==> config.mk <==
export PLATFORM = sky130hd
export DESIGN_NAME = mem_port_arbiter_flat
export DESIGN_NICKNAME = d
export VERILOG_FILES = /design/src/rtl/mem_port_arbiter_pkg.sv /design/src/rtl/mem_port_arbiter_if.sv /design/src/rtl/mem_port_arbiter_tag_fifo.sv /design/src/rtl/mem_port_arbiter.sv /design/src/flat_wrapper.sv
export SDC_FILE = /design/constraint.sdc
export NUM_CORES = 1
export LEC_CHECK = 0
export BUFFER_PORTS_ARGS = -buffer_cell sky130_fd_sc_hd__buf_4
export CORE_AREA = 2 2 123 125
export CTS_CLUSTER_DIAMETER = 100
export DETAILED_ROUTE_END_ITERATION = 10
export DIE_AREA = 0 0 125 127
export HOLD_SLACK_MARGIN = 0.03
export MAX_ROUTING_LAYER = met4
export SLEW_MARGIN = 15
export SYNTH_ARGS = -nofsm -noshare
export SYNTH_HDL_FRONTEND = slang
export SYNTH_SLANG_ARGS = --single-unit
==> constraint.sdc <==
create_clock -name CLK -period 5.2 [get_ports CLK]
set_input_delay 1.04 -clock CLK [delete_from_list [all_inputs] [get_ports CLK]]
set_output_delay 1.04 -clock CLK [all_outputs]
set_load 0.01 [all_outputs]
==> src/rtl/mem_port_arbiter_pkg.sv <==
// Shared types for the imem/dmem memory-port arbiter.
// Build option: MEM_PORT_ARBITER_DMEM_PRIO_EN selects fixed dmem priority.
package mem_port_arbiter_pkg;

    typedef enum logic {
        SRC_IMEM = 1'b0,
        SRC_DMEM = 1'b1
    } src_t;

    localparam int CORE_ADDR_W = 32;
    localparam int CORE_DATA_W = 32;
    localparam int CORE_BE_W   = CORE_DATA_W / 8;

    typedef struct packed {
        logic [CORE_ADDR_W-1:0] addr;
        logic [CORE_DATA_W-1:0] wdata;
        logic [CORE_BE_W-1:0]   byte_en;
    } mem_req_t;

    // A single-entry FIFO still needs a one-bit pointer.
    function automatic int ptr_width(input int depth);
        return (depth > 1) ? $clog2(depth) : 1;
    endfunction

endpackage

==> src/rtl/mem_port_arbiter_if.sv <==
// Request/response channel between a requester (master) and a memory (slave).
// Used for the imem, dmem and external memory sides of the arbiter.
interface mem_port_arbiter_if #(
    parameter int ADDR_W = 32,
    parameter int DATA_W = 32
) ();
    localparam int BE_W = DATA_W / 8;

    logic              req_valid;
    logic              req_ready;
    logic [ADDR_W-1:0] req_addr;
    logic [DATA_W-1:0] req_wdata;
    logic [BE_W-1:0]   req_byte_en;
    logic              rsp_valid;
    logic [DATA_W-1:0] rsp_data;
    logic              rsp_ready;

    modport master (
        output req_valid, req_addr, req_wdata, req_byte_en, rsp_ready,
        input  req_ready, rsp_valid, rsp_data
    );

    modport slave (
        input  req_valid, req_addr, req_wdata, req_byte_en, rsp_ready,
        output req_ready, rsp_valid, rsp_data
    );
endinterface

==> src/rtl/mem_port_arbiter_tag_fifo.sv <==
// In-order FIFO of request source ids; the head names the owner of the next response.
module mem_port_arbiter_tag_fifo
    import mem_port_arbiter_pkg::*;
#(
    parameter int DEPTH = 2
) (
    input  logic CLK,
    input  logic RST_N,
    input  logic push,
    input  src_t push_src,
    input  logic pop,
    output logic full,
    output logic empty,
    output src_t head
);
    localparam int PTR_W = ptr_width(DEPTH);
    localparam int CNT_W = $clog2(DEPTH) + 1;

    src_t             entry_reg [DEPTH];
    logic [PTR_W-1:0] wr_ptr_reg;
    logic [PTR_W-1:0] rd_ptr_reg;
    logic [CNT_W-1:0] count_reg;

    // Explicit wrap keeps non-power-of-two pointer ranges (DEPTH=1) in bounds.
    function automatic logic [PTR_W-1:0] next_ptr(input logic [PTR_W-1:0] p);
        return (p == PTR_W'(DEPTH - 1)) ? '0 : p + 1'b1;
    endfunction

    always_ff @(posedge CLK or negedge RST_N) begin
        if (!RST_N) begin
            for (int i = 0; i < DEPTH; i++) begin
                entry_reg[i] <= SRC_IMEM;
            end
            wr_ptr_reg <= '0;
            rd_ptr_reg <= '0;
            count_reg  <= '0;
        end else begin
            if (push) begin
                entry_reg[wr_ptr_reg] <= push_src;
                wr_ptr_reg            <= next_ptr(wr_ptr_reg);
            end
            if (pop) begin
                rd_ptr_reg <= next_ptr(rd_ptr_reg);
            end
            case ({push, pop})
                2'b10:   count_reg <= count_reg + 1'b1;
                2'b01:   count_reg <= count_reg - 1'b1;
                default: count_reg <= count_reg;
            endcase
        end
    end

    assign full  = (count_reg == CNT_W'(DEPTH));
    assign empty = (count_reg == '0);
    assign head  = entry_reg[rd_ptr_reg];

endmodule

==> src/rtl/mem_port_arbiter.sv <==
// Shares one memory port between imem and dmem; responses are routed back in issue order.
// Build option: MEM_PORT_ARBITER_DMEM_PRIO_EN gives dmem fixed priority instead of round-robin.
module mem_port_arbiter
    import mem_port_arbiter_pkg::*;
#(
    parameter int ADDR_W = 32,
    parameter int DATA_W = 32,
    parameter int DEPTH  = 2
) (
    input  logic                 CLK,
    input  logic                 RST_N,
    mem_port_arbiter_if.slave    imem,
    mem_port_arbiter_if.slave    dmem,
    mem_port_arbiter_if.master   mem
);
    localparam int BE_W = DATA_W / 8;

    src_t              gnt_src;
    logic              gnt_valid;
    logic [ADDR_W-1:0] gnt_addr;
    logic [DATA_W-1:0] gnt_wdata;
    logic [BE_W-1:0]   gnt_byte_en;
    logic              lock_valid_reg;
    src_t              lock_owner_reg;
    logic              m_req_valid;
    logic              req_fire;
    logic              rsp_fire;
    logic              head_rsp_ready;
    logic              fifo_full;
    logic              fifo_empty;
    src_t              fifo_head;

`ifndef MEM_PORT_ARBITER_DMEM_PRIO_EN
    src_t              last_grant_reg;
`endif

    always_comb begin
        gnt_src   = SRC_IMEM;
        gnt_valid = 1'b0;
        if (lock_valid_reg) begin
            gnt_src   = lock_owner_reg;
            gnt_valid = (lock_owner_reg == SRC_DMEM) ? dmem.req_valid : imem.req_valid;
        end else if (imem.req_valid && dmem.req_valid) begin
`ifdef MEM_PORT_ARBITER_DMEM_PRIO_EN
            gnt_src   = SRC_DMEM;
`else
            gnt_src   = (last_grant_reg == SRC_IMEM) ? SRC_DMEM : SRC_IMEM;
`endif
            gnt_valid = 1'b1;
        end else if (dmem.req_valid) begin
            gnt_src   = SRC_DMEM;
            gnt_valid = 1'b1;
        end else if (imem.req_valid) begin
            gnt_src   = SRC_IMEM;
            gnt_valid = 1'b1;
        end
    end

    assign gnt_addr    = (gnt_src == SRC_DMEM) ? dmem.req_addr    : imem.req_addr;
    assign gnt_wdata   = (gnt_src == SRC_DMEM) ? dmem.req_wdata   : imem.req_wdata;
    assign gnt_byte_en = (gnt_src == SRC_DMEM) ? dmem.req_byte_en : imem.req_byte_en;

    // Fullness is registered state only, so a same-cycle pop never frees a slot.
    assign m_req_valid     = gnt_valid && !fifo_full;
    assign req_fire        = m_req_valid && mem.req_ready;
    assign mem.req_valid   = m_req_valid;
    assign mem.req_addr    = m_req_valid ? gnt_addr    : '0;
    assign mem.req_wdata   = m_req_valid ? gnt_wdata   : '0;
    assign mem.req_byte_en = m_req_valid ? gnt_byte_en : '0;
    assign imem.req_ready  = req_fire && (gnt_src == SRC_IMEM);
    assign dmem.req_ready  = req_fire && (gnt_src == SRC_DMEM);

    assign head_rsp_ready = (fifo_head == SRC_DMEM) ? dmem.rsp_ready : imem.rsp_ready;
    assign mem.rsp_ready  = !fifo_empty && head_rsp_ready;
    assign rsp_fire       = mem.rsp_valid && mem.rsp_ready;
    assign imem.rsp_valid = mem.rsp_valid && !fifo_empty && (fifo_head == SRC_IMEM);
    assign dmem.rsp_valid = mem.rsp_valid && !fifo_empty && (fifo_head == SRC_DMEM);
    assign imem.rsp_data  = mem.rsp_data;
    assign dmem.rsp_data  = mem.rsp_data;

    // A stalled offer pins the owner so the m_req_* fields cannot switch source.
    always_ff @(posedge CLK or negedge RST_N) begin
        if (!RST_N) begin
            lock_valid_reg <= 1'b0;
            lock_owner_reg <= SRC_IMEM;
        end else if (req_fire) begin
            lock_valid_reg <= 1'b0;
        end else if (m_req_valid) begin
            lock_valid_reg <= 1'b1;
            lock_owner_reg <= gnt_src;
        end
    end

`ifndef MEM_PORT_ARBITER_DMEM_PRIO_EN
    always_ff @(posedge CLK or negedge RST_N) begin
        if (!RST_N) begin
            last_grant_reg <= SRC_IMEM;
        end else if (req_fire) begin
            last_grant_reg <= gnt_src;
        end
    end
`endif

    mem_port_arbiter_tag_fifo #(
        .DEPTH (DEPTH)
    ) u_tag_fifo (
        .CLK      (CLK),
        .RST_N    (RST_N),
        .push     (req_fire),
        .push_src (gnt_src),
        .pop      (rsp_fire),
        .full     (fifo_full),
        .empty    (fifo_empty),
        .head     (fifo_head)
    );

endmodule

==> src/flat_wrapper.sv <==
// flat-port wrapper written by rule: the top's interface ports become plain ports
module mem_port_arbiter_flat import mem_port_arbiter_pkg::*;
#(
    parameter int ADDR_W = 32,
    parameter int DATA_W = 32,
    parameter int DEPTH  = 2
)
  (CLK, RST_N, imem_req_valid, imem_req_addr, imem_req_wdata, imem_req_byte_en, imem_rsp_ready, imem_req_ready, imem_rsp_valid, imem_rsp_data, dmem_req_valid, dmem_req_addr, dmem_req_wdata, dmem_req_byte_en, dmem_rsp_ready, dmem_req_ready, dmem_rsp_valid, dmem_rsp_data, mem_req_valid, mem_req_addr, mem_req_wdata, mem_req_byte_en, mem_rsp_ready, mem_req_ready, mem_rsp_valid, mem_rsp_data);
  mem_port_arbiter_if #(.ADDR_W(ADDR_W), .DATA_W(DATA_W)) imem_i ();
  mem_port_arbiter_if #(.ADDR_W(ADDR_W), .DATA_W(DATA_W)) dmem_i ();
  mem_port_arbiter_if #(.ADDR_W(ADDR_W), .DATA_W(DATA_W)) mem_i ();
  input  logic CLK;
  input  logic RST_N;
  input wire logic [$bits(imem_i.req_valid)-1:0] imem_req_valid;
  input wire logic [$bits(imem_i.req_addr)-1:0] imem_req_addr;
  input wire logic [$bits(imem_i.req_wdata)-1:0] imem_req_wdata;
  input wire logic [$bits(imem_i.req_byte_en)-1:0] imem_req_byte_en;
  input wire logic [$bits(imem_i.rsp_ready)-1:0] imem_rsp_ready;
  output wire logic [$bits(imem_i.req_ready)-1:0] imem_req_ready;
  output wire logic [$bits(imem_i.rsp_valid)-1:0] imem_rsp_valid;
  output wire logic [$bits(imem_i.rsp_data)-1:0] imem_rsp_data;
  input wire logic [$bits(dmem_i.req_valid)-1:0] dmem_req_valid;
  input wire logic [$bits(dmem_i.req_addr)-1:0] dmem_req_addr;
  input wire logic [$bits(dmem_i.req_wdata)-1:0] dmem_req_wdata;
  input wire logic [$bits(dmem_i.req_byte_en)-1:0] dmem_req_byte_en;
  input wire logic [$bits(dmem_i.rsp_ready)-1:0] dmem_rsp_ready;
  output wire logic [$bits(dmem_i.req_ready)-1:0] dmem_req_ready;
  output wire logic [$bits(dmem_i.rsp_valid)-1:0] dmem_rsp_valid;
  output wire logic [$bits(dmem_i.rsp_data)-1:0] dmem_rsp_data;
  output wire logic [$bits(mem_i.req_valid)-1:0] mem_req_valid;
  output wire logic [$bits(mem_i.req_addr)-1:0] mem_req_addr;
  output wire logic [$bits(mem_i.req_wdata)-1:0] mem_req_wdata;
  output wire logic [$bits(mem_i.req_byte_en)-1:0] mem_req_byte_en;
  output wire logic [$bits(mem_i.rsp_ready)-1:0] mem_rsp_ready;
  input wire logic [$bits(mem_i.req_ready)-1:0] mem_req_ready;
  input wire logic [$bits(mem_i.rsp_valid)-1:0] mem_rsp_valid;
  input wire logic [$bits(mem_i.rsp_data)-1:0] mem_rsp_data;
  assign imem_i.req_valid = imem_req_valid;
  assign imem_i.req_addr = imem_req_addr;
  assign imem_i.req_wdata = imem_req_wdata;
  assign imem_i.req_byte_en = imem_req_byte_en;
  assign imem_i.rsp_ready = imem_rsp_ready;
  assign imem_req_ready = imem_i.req_ready;
  assign imem_rsp_valid = imem_i.rsp_valid;
  assign imem_rsp_data = imem_i.rsp_data;
  assign dmem_i.req_valid = dmem_req_valid;
  assign dmem_i.req_addr = dmem_req_addr;
  assign dmem_i.req_wdata = dmem_req_wdata;
  assign dmem_i.req_byte_en = dmem_req_byte_en;
  assign dmem_i.rsp_ready = dmem_rsp_ready;
  assign dmem_req_ready = dmem_i.req_ready;
  assign dmem_rsp_valid = dmem_i.rsp_valid;
  assign dmem_rsp_data = dmem_i.rsp_data;
  assign mem_req_valid = mem_i.req_valid;
  assign mem_req_addr = mem_i.req_addr;
  assign mem_req_wdata = mem_i.req_wdata;
  assign mem_req_byte_en = mem_i.req_byte_en;
  assign mem_rsp_ready = mem_i.rsp_ready;
  assign mem_i.req_ready = mem_req_ready;
  assign mem_i.rsp_valid = mem_rsp_valid;
  assign mem_i.rsp_data = mem_rsp_data;
  mem_port_arbiter #(.ADDR_W(ADDR_W), .DATA_W(DATA_W), .DEPTH(DEPTH)) u_core (.CLK(CLK), .RST_N(RST_N), .imem(imem_i), .dmem(dmem_i), .mem(mem_i));
endmodule
## Yosys cells after proc, flatten, opt, wreduce, memory -nomap -nowiden

Cells that the tools add are included.

| word-level totals | value |
|---|---|
| bits in latches | 0 |
| memories | 0 |
| register bits after elaboration | 9 |
| ROM bits | 0 |
| bits in writable memories | 0 |

| operators by class | value |
|---|---|
| shift operators | 0 |
| order comparisons | 3 |
| bitwise logic cells | 5 |
| reductions and logical operators | 17 |
| divide/modulo/power cells | 0 |
| equal/unequal tests | 3 |
| multipliers | 0 |
| multiplexer cells | 27 |
| add/sub/neg operators | 4 |

Operator list:

| cell | number |
|---|---|
| 32-bit 2-to-1 mux | 4 |
| 1-bit 2-to-1 mux | 18 |
| 1-bit logical AND | 11 |
| 4-bit 2-to-1 mux | 2 |
| 2-bit == test, second input constant | 2 |
| 2-bit >= comparator, second input constant | 2 |
| 1-bit inverter with 2-bit output | 2 |
| 2-bit case mux with 2 select lines | 1 |
| 2-bit nonzero test | 2 |
| 1-bit inverter | 3 |
| 1-bit adder, second input constant | 2 |
| 2-bit by 1-bit adder with 2-bit output, second input constant | 1 |
| 2-bit bitwise mux | 1 |
| 2-bit by 1-bit == test with 1-bit output, second input constant | 1 |
| 1-bit logical NOT | 2 |
| 2-bit logical NOT | 1 |
| 2-bit by 1-bit less-than comparator with 1-bit output, second input constant | 1 |
| 2-bit AND reduction | 1 |
| 2-bit by 1-bit subtractor with 2-bit output, second input constant | 1 |
| 1-bit demux with 1-bit select | 1 |

## Depth between registers and ports, before layout

| logic depth | value |
|---|---|
| depth in word-level cells | 9 |
| depth in mapped cells | 9 |
| mapped depth without buffers | 8 |

## Hierarchy

From an unflattened synthesis, not the netlist that was laid out.

| second synthesis, totals | value |
|---|---|
| cell total of the unflattened synthesis | 261 |
| area, all modules | 2,015.7 um^2 |

By module, submodules not included:

| module | cells an instance | instances | area each (um^2) |
|---|---|---|---|
| mem_port_arbiter | 240 | 1 | 1,747.9 |
| mem_port_arbiter_tag_fifo | 21 | 1 | 267.8 |

## Worst setup path before layout

No wires, ideal clock.

| timing path | value |
|---|---|
| path type | input -> output |
| from | input dmem_req_valid |
| to | output mem_req_addr[0] |
| required time | 4.160 ns |
| arrival time | 1.998 ns |
| stages | 6 |
| slack | 2.162 ns |
| cells stage by stage | nor2b_1 > a21boi_1 > buf_2 > buf_2 > mux2i_1 > nor2_1 |

| between the ends | value |
|---|---|
| longest elaborated chain between the ends | 5 |
| elaborated cells on any way between the ends | 11 |
| classes of those cells | mux: 9; reduce/logical: 2 |

RTL lines:

| item | RTL line | text |
|---|---|---|
| start: declaration | flat_wrapper.sv:22 | `input wire logic [$bits(dmem_i.req_valid)-1:0] dmem_req_valid;` |
| 1-bit 2-to-1 mux or 1-bit logical AND (tied branches) | mem_port_arbiter.sv:50, mem_port_arbiter.sv:43 |  |
| 1-bit 2-to-1 mux | mem_port_arbiter.sv:43 | `end else if (imem.req_valid && dmem.req_valid) begin` |
| 1-bit 2-to-1 mux | mem_port_arbiter.sv:40 | `if (lock_valid_reg) begin` |
| 32-bit 2-to-1 mux or 1-bit logical AND (tied branches) | mem_port_arbiter.sv:59, mem_port_arbiter.sv:64 |  |
| 32-bit 2-to-1 mux * | mem_port_arbiter.sv:67 | `assign mem.req_addr = m_req_valid ? gnt_addr : '0;` |
| end: declaration | flat_wrapper.sv:31 | `output wire logic [$bits(mem_i.req_addr)-1:0] mem_req_addr;` |

Every way passes the cells marked *; elsewhere a longest branch is shown, timed or not.

## Worst setup path in the final report

| timing path | value |
|---|---|
| from | input dmem_req_valid |
| to | output mem_req_byte_en[2] |

| between the ends | value |
|---|---|
| longest elaborated chain between the ends | 5 |
| elaborated cells on any way between the ends | 11 |
| classes of those cells | mux: 9; reduce/logical: 2 |

RTL lines:

| item | RTL line | text |
|---|---|---|
| 1-bit 2-to-1 mux or 1-bit logical AND (tied branches) | mem_port_arbiter.sv:50, mem_port_arbiter.sv:43 |  |
| 1-bit 2-to-1 mux | mem_port_arbiter.sv:43 |  |
| 1-bit 2-to-1 mux | mem_port_arbiter.sv:40 |  |
| 4-bit 2-to-1 mux or 1-bit logical AND (tied branches) | mem_port_arbiter.sv:61, mem_port_arbiter.sv:64 |  |
| 4-bit 2-to-1 mux * | mem_port_arbiter.sv:69 | `assign mem.req_byte_en = m_req_valid ? gnt_byte_en : '0;` |
| end: declaration | flat_wrapper.sv:33 | `output wire logic [$bits(mem_i.req_byte_en)-1:0] mem_req_byte_en;` |

Marks and branches as above.

==> impl_results.md <==
* Htree depth at 1
* Layout cells sized above 1 at 56.1%
* Postcts setup bufs at 0
* Setup TNS at 0 ps
* Maximum VDD drop at between 200 and 250 µV
* P&R area growth vs syn at 70.5%
* Critical Path Start Type: input port
* Fin nets at 586
* Die ar. at 15900 µm²
* Std-Cell Rows at between 40 and 50
* Least-Margin Pin Slew at 765 ps
* Min Hold Slack at 488 ps
* R2R Path End: u_core.u_tag_fifo.count_reg[1]$_DFFE_PN0P_
* Clock network fraction of design power at ~8.0%
* Max Buffers Root-to-Sink at 2
* P per Cell Area at a little under 500 nW/µm²
* Hold Path Origin: u_core.u_tag_fifo.rd_ptr_reg$_DFFE_PN0P_
* Ant. Diodes at 0
* Die Y at around 130 µm
* Sequential power share at 8.8%
* Critical path class: in2out
* CTS tree: done
* Status: finished clean
* Arrival @ worst endpoint at around 2700 ps
* CTS Hold Bufs at 0
* Relative slew slack at 49.0%
* IO Port Bufs at 217
* Die X at approximately 130 µm
* Core area at 14400 µm²
* Antenna violations before repair at 0
* Post-Syn Nets at 441
* GPL Wtd Cong at 0.692
* Drt initial violations at 44
* Clk sinks at 9
* Final setup viols at 0
* Placed Cells at 588
* Tmin final at approximately 3700 ps
* Gr usage total at 8.06%
* Wire per inst at 11.9 µm
* Clock latency on the worst-skew pair at 230 ps
* Reg-to-Reg Start: u_core.lock_owner_reg$_DFFE_PN0P_
* Clk root buf: clkbuf_16
* TritonCTS Buffers at 3
* Multi-input logic area at 1190 µm²
* Crit Path Max Fanout at 37
* Internal power at 0.906 mW
* RSZ-0062 raised after global routing: no
* Number of global-route vias before repair at 2074
* Setup slack, reg-to-reg at 2940 ps
* Final WL at 7070 µm
* R2R cell count at 7
* Crit end category: primary output
* Static leakage at 1.92 nW
* Initial Utilization at 13.8%
* Via count at 2219
* Register Area at 225 µm²
* Non-filler instance count after layout at 592
* Antenna Nets Post-Route at 0
* Sw Share at 45.4%
* DP HPWL at around 6000 µm
* Avg Cell Area, Syn at 7.54 µm²
* Net Switching at roughly 0.75 mW
* Library cells used by synthesis at 25
* GRT Residual Overflow at 0
* Worst Path Required at 4160 ps
* Filler Cells Inserted at 1613
* Mapped cell area at 1990 µm²
* Yosys warns at 0
* Post-Route Skew at 1.32 ps
* Post-cts sizing count at 0
* Hold path endpoint: u_core.u_tag_fifo.rd_ptr_reg$_DFFE_PN0P_
* Fmax at 267 MHz
* Gate Count Post-Synth at 264
* Fin. Hold Viols at 0
* Fin. max-slew vios at 0
* Clock-pin slew on the worst setup and hold paths at 40 ps
* Max cap viols at 0
* Hold Crit Class: reg2reg
* DRC Markers at 0
* Sequential cell area fraction in the yosys report at 11.3%
* First-pass GRT wire length at between 10000 and 15000 µm
* Yosys reg bits at 9
* Vias/cell at 3.75
* Fin crit share at 71.9%
* Worst hold stages at 1
* Ports at 314
* Largest net degree at the start of global routing at between 40 and 50
* Combinational share of power at a little over four fifths
* Detailed-router iteration count before antenna repair at 4
-- stage by stage --
step | util, % | power, mW | setup slack (ps) | area (µm²)
global route | 23.5 | 1.80 | 1190 | 3390
CTS | 23.5 | 1.69 | 1390 | 3390
global placement | 23.0 | 1.55 | 1380 | 3320
detailed placement | 23.0 | 1.55 | 1390 | 3320
floorplan | - | 1.04 | 2160 | 1990
finish | 23.5 | 1.66 | 1460 | 3390
-- Yosys cell counts --
library cell / count / share of area, %
o21ai_0: 2 / 0.50
ha_1: 1 / 0.63
a21oi_1: 1 / 0.25
nor2_1: 77 / 15
nand2_4: 1 / 0.57
a221o_1: 1 / 0.50
clkbuf_1: 5 / 0.94
nor2b_1: 1 / 0.31
xor2_1: 2 / 0.88
o21a_1: 1 / 0.38
o31ai_1: 2 / 0.75
clkinv_4: 1 / 0.44
dfrtp_1: 9 / 11
inv_1: 2 / 0.38
buf_6: 2 / 1.1
mux2i_1: 71 / 36
nand2_1: 3 / 0.57
a31oi_1: 2 / 0.63
mux2_4: 1 / 0.75
a41oi_1: 1 / 0.44
buf_4: 65 / 25
xnor2_1: 3 / 1.3
buf_2: 8 / 2.0
a21boi_1: 1 / 0.38
inv_2: 1 / 0.19
-- how the worst max path moves through the flow --
stage / to / slack [ps] / start / cells after the start
2_1_floorplan: mem_req_addr[0] / 2160 / dmem_req_valid / 6
3_3_place_gp: mem_req_wdata[3] / 1380 / dmem_req_valid / 6
3_5_place_dp: mem_req_wdata[3] / 1390 / dmem_req_valid / 6
4_1_cts: mem_req_byte_en[2] / 1390 / dmem_req_valid / 6
5_1_grt: mem_req_addr[28] / 1190 / dmem_req_valid / 6
6_report: mem_req_byte_en[2] / 1460 / dmem_req_valid / 6
-- cell usage in the layout, fill, tap and decap left out --
master	Yosys	routed
clkinv_4	1	1
nor2b_1	1	1
a21oi_1	1	1
buf_4	65	220
dfrtp_1	9	9
a31oi_1	2	2
mux2i_1	71	71
xor2_1	2	2
clkbuf_1	5	1
a41oi_1	1	1
clkbuf_16	0	3
a21boi_4	0	1
mux2_4	1	1
o21a_1	1	1
nand2_4	1	1
nand2_1	3	3
inv_1	2	2
inv_2	1	1
ha_1	1	1
o21ai_0	2	2
nor2_1	77	77
a221o_2	0	1
xnor2_1	3	3
o31ai_1	2	2
-- power by group through the flow --
stage | logic, mW | registers [mW] | clock network (mW)
floorplan | 0.905 | 0.136 | 0
global placement | 1.40 | 0.149 | 0
detailed placement | 1.40 | 0.148 | 0
CTS | 1.41 | 0.147 | 0.136
global route | 1.51 | 0.152 | 0.140
finish | 1.38 | 0.146 | 0.133
-- logic make-up (layout without fill, tap and decap cells) --
kind of cell / Yosys count / count (layout) / share of synthesized area (%)
buffers and inverters: 84 / 228 / 29.6
and+or+nand+nor: 82 / 82 / 16.0
muxes: 72 / 72 / 36.5
AOI/OAI and AO/OA: 11 / 11 / 3.83
DFF: 9 / 9 / 11.3
xor gates and xnor gates: 5 / 5 / 2.20
adders and majority gates: 1 / 1 / 0.628
-- worst max-delay path: stages --
cell and delay, ps:
buf_4 120, mux2i_1 120, a221o_2 670, buf_4 470
nor2_1 100, buf_4 160
-- cell type report --
cell class	instances	area share (%)
well taps	184	6.78
repair buffers	220	48.7
multi-input cells	171	35.0
inverters	4	0.590
clock buffers	4	2.32
flip-flops and latches	9	6.63
-- layer usage --
metal  global-route usage, %  vias to the layer above  wire (µm)
li1                        -                     1091          -
met1                    8.26                      937       2530
met2                    14.5                      167       3410
met3                    2.93                       24        940
met4                    2.42                        0        187
met5                       -                        -          0
(Power assumes the default switching activity.)
